<file path="config.mk">
export PLATFORM = sky130hd
export DESIGN_NAME = led_fader
export DESIGN_NICKNAME = d
export VERILOG_FILES = /design/src/rtl/led_fader_pkg.sv /design/src/rtl/pwm_channel.sv /design/src/rtl/led_fader.sv
export SDC_FILE = /design/constraint.sdc
export NUM_CORES = 1
export LEC_CHECK = 0
export CAP_MARGIN = 20
export CORE_ASPECT_RATIO = 1.75
export CORE_MARGIN = 10
export CORE_UTILIZATION = 65
export CTS_CLUSTER_SIZE = 30
export DETAILED_ROUTE_END_ITERATION = 8
export GPL_TIMING_DRIVEN = 0
export PLACE_DENSITY_LB_ADDON = 0.2
export SYNTH_ARGS = -nofsm -noshare
export SYNTH_HDL_FRONTEND = slang
export SYNTH_SLANG_ARGS = --single-unit
</file>
<file path="constraint.sdc">
create_clock -name clock_12mhz -period 5.15 [get_ports clock_12mhz]
set_input_delay 0.515 -clock clock_12mhz [delete_from_list [all_inputs] [get_ports clock_12mhz]]
set_output_delay 0.515 -clock clock_12mhz [all_outputs]
set_load 0.05 [all_outputs]
</file>
<file path="src/rtl/led_fader_pkg.sv">
// Shared types and helpers for the LED fader: FSM state encoding and the
// saturating brightness step used by every PWM channel.
package led_fader_pkg;

  typedef enum logic {
    IDLE = 1'b0,
    FADE = 1'b1
  } fade_state_t;

  // One extra bit of headroom so neither direction can wrap before clamping.
  function automatic logic [31:0] sat_step(input logic [31:0] level,
                                           input logic [31:0] step,
                                           input logic        up,
                                           input logic [31:0] level_max);
    logic [32:0] wide;
    if (up) begin
      wide = {1'b0, level} + {1'b0, step};
      return (wide > {1'b0, level_max}) ? level_max : wide[31:0];
    end else begin
      wide = {1'b0, level} - {1'b0, step};
      return wide[32] ? 32'd0 : wide[31:0];
    end
  endfunction

endpackage

</file>
<file path="src/rtl/pwm_channel.sv">
// One LED channel: brightness level that ramps toward a 1-bit goal on each
// enabled tick, plus the registered PWM compare that drives the pin.
module pwm_channel
  import led_fader_pkg::*;
#(
  parameter int PWM_BITS = 8,
  parameter int STEP     = 1
) (
  input  logic                clock_12mhz,
  input  logic                reset,
  input  logic                step_en,
  input  logic                goal,
  input  logic [PWM_BITS-1:0] pwm_cnt,
  output logic [PWM_BITS-1:0] level,
  output logic                led,
  output logic                settled
);

  localparam logic [PWM_BITS-1:0] LEVEL_MAX = '1;

  always_ff @(posedge clock_12mhz or posedge reset) begin
    if (reset) begin
      level <= '0;
      led   <= 1'b0;
    end else begin
      if (step_en) begin
        level <= PWM_BITS'(sat_step(32'(level), 32'(STEP), goal, 32'(LEVEL_MAX)));
      end
      // Full scale is forced high so the top level never shows a one-clock gap.
      led <= (level == LEVEL_MAX) || (pwm_cnt < level);
    end
  end

  assign settled = goal ? (level == LEVEL_MAX) : (level == '0);

endmodule

</file>
<file path="src/rtl/led_fader.sv">
// LED fader top: accepts an on/off target over valid/ready and ramps each
// LED's PWM brightness toward it at a fixed tick rate.
module led_fader
  import led_fader_pkg::*;
#(
  parameter int CHANNELS = 8,
  parameter int PWM_BITS = 8,
  parameter int TICK_DIV = 12000,
  parameter int STEP     = 1
) (
  input  logic                clock_12mhz,
  input  logic                reset,
  input  logic [CHANNELS-1:0] target,
  input  logic                target_valid,
  output logic                ready,
  output logic                busy,
  output logic [CHANNELS-1:0] led
);

  // Handshake: a target transfers on a rising edge where target_valid and
  // ready are both high; the source holds target stable until then.

  localparam int PRESC_W = (TICK_DIV > 2) ? $clog2(TICK_DIV) : 1;

  logic [PRESC_W-1:0]  presc;
  logic [PWM_BITS-1:0] pwm_cnt;
  logic                tick;
  logic                step_en;
  logic                all_settled;
  logic [CHANNELS-1:0] goal;
  logic [CHANNELS-1:0] settled;
  fade_state_t         state;

  assign tick        = (presc == PRESC_W'(TICK_DIV - 1));
  assign step_en     = (state == FADE) && tick;
  assign all_settled = &settled;

  always_ff @(posedge clock_12mhz or posedge reset) begin
    if (reset) begin
      presc   <= '0;
      pwm_cnt <= '0;
    end else begin
      presc   <= tick ? '0 : presc + PRESC_W'(1);
      pwm_cnt <= pwm_cnt + PWM_BITS'(1);
    end
  end

  always_ff @(posedge clock_12mhz or posedge reset) begin
    if (reset) begin
      state <= IDLE;
      goal  <= '0;
      ready <= 1'b1;
      busy  <= 1'b0;
    end else begin
      case (state)
        IDLE: begin
          if (target_valid) begin
            goal  <= target;
            state <= FADE;
            ready <= 1'b0;
            busy  <= 1'b1;
          end
        end
        FADE: begin
          // Checked every cycle so a no-op target leaves after one cycle.
          if (all_settled) begin
            state <= IDLE;
            ready <= 1'b1;
            busy  <= 1'b0;
          end
        end
        default: begin
          state <= IDLE;
          ready <= 1'b1;
          busy  <= 1'b0;
        end
      endcase
    end
  end

  for (genvar i = 0; i < CHANNELS; i++) begin : gen_ch
    logic [PWM_BITS-1:0] level;

    pwm_channel #(
      .PWM_BITS(PWM_BITS),
      .STEP    (STEP)
    ) u_ch (
      .clock_12mhz(clock_12mhz),
      .reset      (reset),
      .step_en    (step_en),
      .goal       (goal[i]),
      .pwm_cnt    (pwm_cnt),
      .level      (level),
      .led        (led[i]),
      .settled    (settled[i])
    );
  end

endmodule

</file>
* Word level (Yosys, flattened, before mapping) *
Cells that the tools add are included.

word-level totals
  flip-flop bits (word level) = 105
  bits of input ports = 11

operators by class
  $add $sub $neg = 18
  magnitude comparators = 16
  equality and inequality tests = 11
  mux-type cells = 42
  bitwise logic cells = 1
  reductions and logical operators = 20

operators by type and width
  operator                 count
  $mux W8                  24
  $add A8 B1 Y9 const B    8
  $gt A9 B8 Y1 const B     8
  $sub A8 B1 Y9 const B    8
  $eq A8 B8 Y1 const B     8
  $logic_not A8 Y1         8
  $lt A8 B8 Y1             8
  $add A14 B1 Y14 const B  1
  $eq A14 B14 Y1 const B   1
  $mux W1                  14
  $mux W14                 1
  $add A8 B1 Y8 const B    1
  $logic_or A1 B1 Y1       8
  $reduce_and A8 Y1        1
  $pmux W1 S2              3
  $ne A2 B2 Y1 const B     2
  $reduce_and A2 Y1        2
  $logic_and A1 B1 Y1      1
  $not A1 Y1               1

* Logic depth before layout (Yosys ltp) *
  depth after elaboration = 5
  depth in mapped cells = 10
  gate-level depth less buffers = 9

* By module *
Synthesis repeated with hierarchy kept, for this count alone.

unflattened totals
  cell total of the unflattened synthesis = 1017
  area, all modules = 9096.2 µm²

modules (own cells, without submodules)
  module       instances  cells an instance  area each (µm²)  sequential area each (µm²)
  pwm_channel  8          112                953.4            225.2
  led_fader    1          121                1468.9           827.0

* Worst setup path after synthesis *
Ideal clock, no wire load.

  path type = register -> register
  from = register gen_ch[0].u_ch.level[1]
  to = register busy
  library setup time = 118 ps
  data arrival time = 2402 ps
  required time = 5032 ps
  setup slack = 2630 ps
  cell stages (with the launch flop) = 9
  period minus slack after synthesis = 2520 ps
  cells stage by stage = dfrtp_1 -> ha_1 -> nand3_2 -> nor3_2 -> and2_1 -> a21oi_1 -> or4b_1 -> or4_4 -> a21o_1

between the ends
  word-level cells in the longest chain between the ends = 5
  elaborated cells on any way between the ends = 6
  classes of those cells = eq/ne: 2; mux: 1; reduce/logical: 3

ends and longest elaborated chain
  item                                                     RTL line           source
  start: declaration                                       pwm_channel.sv:14  output logic [PWM_BITS-1:0] level,
  start signal: assignment                                 pwm_channel.sv:27  level <= PWM_BITS'(sat_step(32'(level), 32'(STEP), goal, 32'(LEVEL_MAX)));
  $eq A8 B8 Y1 / $logic_not A8 Y1 (equally long branches)  pwm_channel.sv:34  assign settled = goal ? (level == LEVEL_MAX) : (level == '0);
  $mux W1 *                                                pwm_channel.sv:34
  $reduce_and A8 Y1 *                                      led_fader.sv:36    assign all_settled = &settled;
  $ne A2 B2 Y1 (no source line) *                          -
  $reduce_and A2 Y1 (no source line) *                     -
  end signal: assignment                                   led_fader.sv:53    busy <= 1'b0;
  end signal: assignment                                   led_fader.sv:61    busy <= 1'b1;
  end signal: assignment                                   led_fader.sv:69    busy <= 1'b0;
  end: declaration                                         led_fader.sv:16    output logic busy,

Mark *: on every way between the ends. The rest lies on a longest branch, timed or not.
A chain may end at the register's enable or synchronous reset.

* Worst setup path in the final report *
  from = register presc[0]
  to = register gen_ch[0].u_ch.level[7]

between the ends
  word-level cells in the longest chain between the ends = 2

ends and longest elaborated chain
  item                      RTL line         source
  start: declaration        led_fader.sv:25  logic [PRESC_W-1:0] presc;
  start signal: assignment  led_fader.sv:43  presc <= tick ? '0 : presc + PRESC_W'(1);
  $eq A14 B14 Y1            led_fader.sv:34  assign tick = (presc == PRESC_W'(TICK_DIV - 1));
  $logic_and A1 B1 Y1       led_fader.sv:35  assign step_en = (state == FADE) && tick;

Every way passes these cells.

==> results.tsv <==
stage	metric	value	unit
critical_path	crit_required	5.35	ns
sta	final.setup.tns	0	ns
floorplan	dieArea	0.0190	mm^2
sta	layout_setup_ws	2.04	ns
sta	hold_viol_final	0	
critical_path	endpoint_kind	flip-flop	
critical_path	regToRegStartpoint	presc[0]	
yosys	syn_inst	1124	
cts	clock_sinks	105	
yosys	async_reset_ff_share	100	%
cts	clk_latency	0.36	ns
grt	track_usage	27.7	%
outcome	status	finished clean	
flow_run	cap_violations	0	
yosys	ys.flop_type	dfrtp_1	
placed_design	port_buffers	20	
yosys	synth_nets	1225	
grt	grt.overflow.total	0	
drt	num_vias	8986	
final_layout	layout_commonest_cell	o21ai_0	
power_and_ir_drop	power_density	223	mW/mm^2
critical_path	setup.worst_path.start	presc[0]	
critical_path	crit_type	flip-flop to flip-flop	
power_and_ir_drop	vdd.ir_drop.worst	0.206	mV
sta	skew	0.0115	ns
sta	slew_violations	0	
grt	grt_pass1_wl	43200	um
floorplan	fp-row-count	56	
cts	clk_pin_slew	0.07	ns
sta	worst_slew_pin_slew	0.980	ns
sta	period_minus_slack	3.11	ns
yosys	ys_seq_elements	105	
critical_path	reg2regPathDepth	9	
yosys	yosysTopAreaCellShare	29.2	%
final_layout	layout_common_cells	o21ai_0, dfrtp_1, nor2_1	
cts	cts_resized	0	
yosys	ys_warn_count	0	
sta	rsz0062_at_grt	no	
final_layout	syn2layout_area_growth	9.01	%
floorplan	io_pins	21	
yosys	synth_area_leaders	dfrtp_1, ha_1, o21ai_0, a21oi_1, nor2_1	
cts	cts_made_buffers	9	
final_layout	fin_cells	1336	
placed_design	post_dp_cell_area	0.00937	mm^2
yosys	synth_edf_count	0	
cts	cts_buffer_depth	2	
drt	drt_iter0_markers	1007	
critical_path	cp-endpoint	gen_ch[0].u_ch.level[7]	
final_layout	layout-drive-gt1-share	6.29	%
cts	h-tree-depth	3	
critical_path	r2r_end	gen_ch[0].u_ch.level[7]	
floorplan	start_util	66.4	%
final_layout	nets	1257	
grt	grt_pass1_vias	8682	
placed_design	dp.cells	1319	
yosys	syn-cell-area	0.00893	mm^2
placed_design	dp_slack	2.12	ns
critical_path	worstPathArrival	3.31	ns
floorplan	fp.dieW	109	um
cts	cts_tree	done	
sta	fin_crit_sh	60.4	%
grt	grt_max_degree	56	
sta	fin_hold_ws	0.466	ns
yosys	syn_area_per_cell	7.94	um^2
drt	via_per_inst	6.73	
yosys	synth_top_area_cell	dfrtp_1	
final_layout	post-route-util	72.3	%
placed_design	hpwl	18500	um
cts	cts_hold_buf	0	
sta	fmax	0.321	GHz
placed_design	place_congestion	0.982	
hold_path	hp-class	flip-flop to flip-flop	
drt	antenna_left	0	
sta	setup_viol	0	
critical_path	regToRegSetupSlack	2.04	ns
grt	antenna_found_initial	0	
critical_path	crit_path_start_kind	flip-flop	
cts	post_cts_buffers	0	
power_and_ir_drop	p_leak	4.01	nW
sta	relSlewSlack	34.7	%
yosys	ys_seq_area_share	29.5	%
cts	root_buffer	clkbuf_16	
floorplan	die_h	175	um
final_layout	fillers	1143	
final_layout	fin_area	0.00973	mm^2
drt	wl	26100	um
drt	drc	0	
critical_path	path_max_fanout	10	
drt	wl_per_cell	19.6	um
drt	first_pass_iters	6	
yosys	synth.distinct_cells	81	
power_and_ir_drop	power	2.17	mW
floorplan	core_area	0.0135	mm^2
per-layer routing:
metal	vias to the layer above	share of wire, %	GRT usage [%]
met4	0	5.7	17.2
met2	453	50	46.6
met5	-	0	0
li1	4145	-	-
met1	4258	37	31.5
met3	130	7.4	4.50
cells in the mapped netlist, types with 22 or more instances:
master,instances
nand2_1,73
o31ai_1,25
a31oi_1,22
a21oi_1,93
nor3_1,36
nand3_1,45
xnor2_1,28
dfrtp_1,104
ha_1,90
o21ai_0,127
inv_1,80
clkbuf_1,46
nor2_1,99
power by group:
part	switching, mW	internal [mW]
registers	0.0371	0.866
clock network	0.332	0.491
logic	0.298	0.144
total	0.667	1.50
layout make-up:
type / instances / area [um^2] / area share (%)
Timing Repair Buffer: 21 / 228 / 2.34
Multi-Input combinational cell: 865 / 5660 / 58.2
Tap cell: 174 / 218 / 2.24
Sequential cell: 105 / 2630 / 27.0
Buffer: 71 / 323 / 3.32
Antenna cell: 1 / 2.50 / 0.0257
Inverter: 83 / 314 / 3.23
Clock inverter: 6 / 115 / 1.18
Clock buffer: 10 / 239 / 2.46
logic make-up after synthesis:
| group | count (synthesis) | share of synthesized area [%] |
|---|---|---|
| muxes | 9 | 1.09 |
| xor gates and xnor gates | 37 | 3.63 |
| DFF | 105 | 29.5 |
| AOI/OAI and AO/OA | 370 | 25.4 |
| adders and majority gates | 90 | 12.6 |
| buffers and inverters | 154 | 7.11 |
| and+or+nand+nor | 359 | 20.7 |
worst max-delay path: stages (launching register included):
cell	delay, ns
dfrtp_1	0.39
ha_1	0.26
nor4b_1	0.22
and4b_1	0.31
and2_1	0.14
clkbuf_1	0.51
clkbuf_1	0.71
o21ai_0	0.21
nand2_1	0.11
o21ai_0	0.08
flip-flops by register name, summed over array words and instances (netlist names):
signal             count
gen_ch.u_ch.level     64
presc                 14
gen_ch.u_ch.led        8
goal                   8
pwm_cnt                8
busy                   1
ready                  1
state                  1
how the worst min path moves through the flow:
| stage | endpoint | start | depth (start not counted) | slack [ns] |
|---|---|---|---|---|
| floorplan | presc[4] | presc[4] | 1 | 0.44 |
| global placement | ready | ready | 2 | 0.45 |
| detailed placement | presc[4] | presc[4] | 1 | 0.46 |
| CTS | ready | ready | 2 | 0.47 |
| global route | presc[4] | presc[4] | 1 | 0.48 |
| finish | ready | ready | 2 | 0.47 |
No activity file was read; power rests on OpenSTA's default activity.
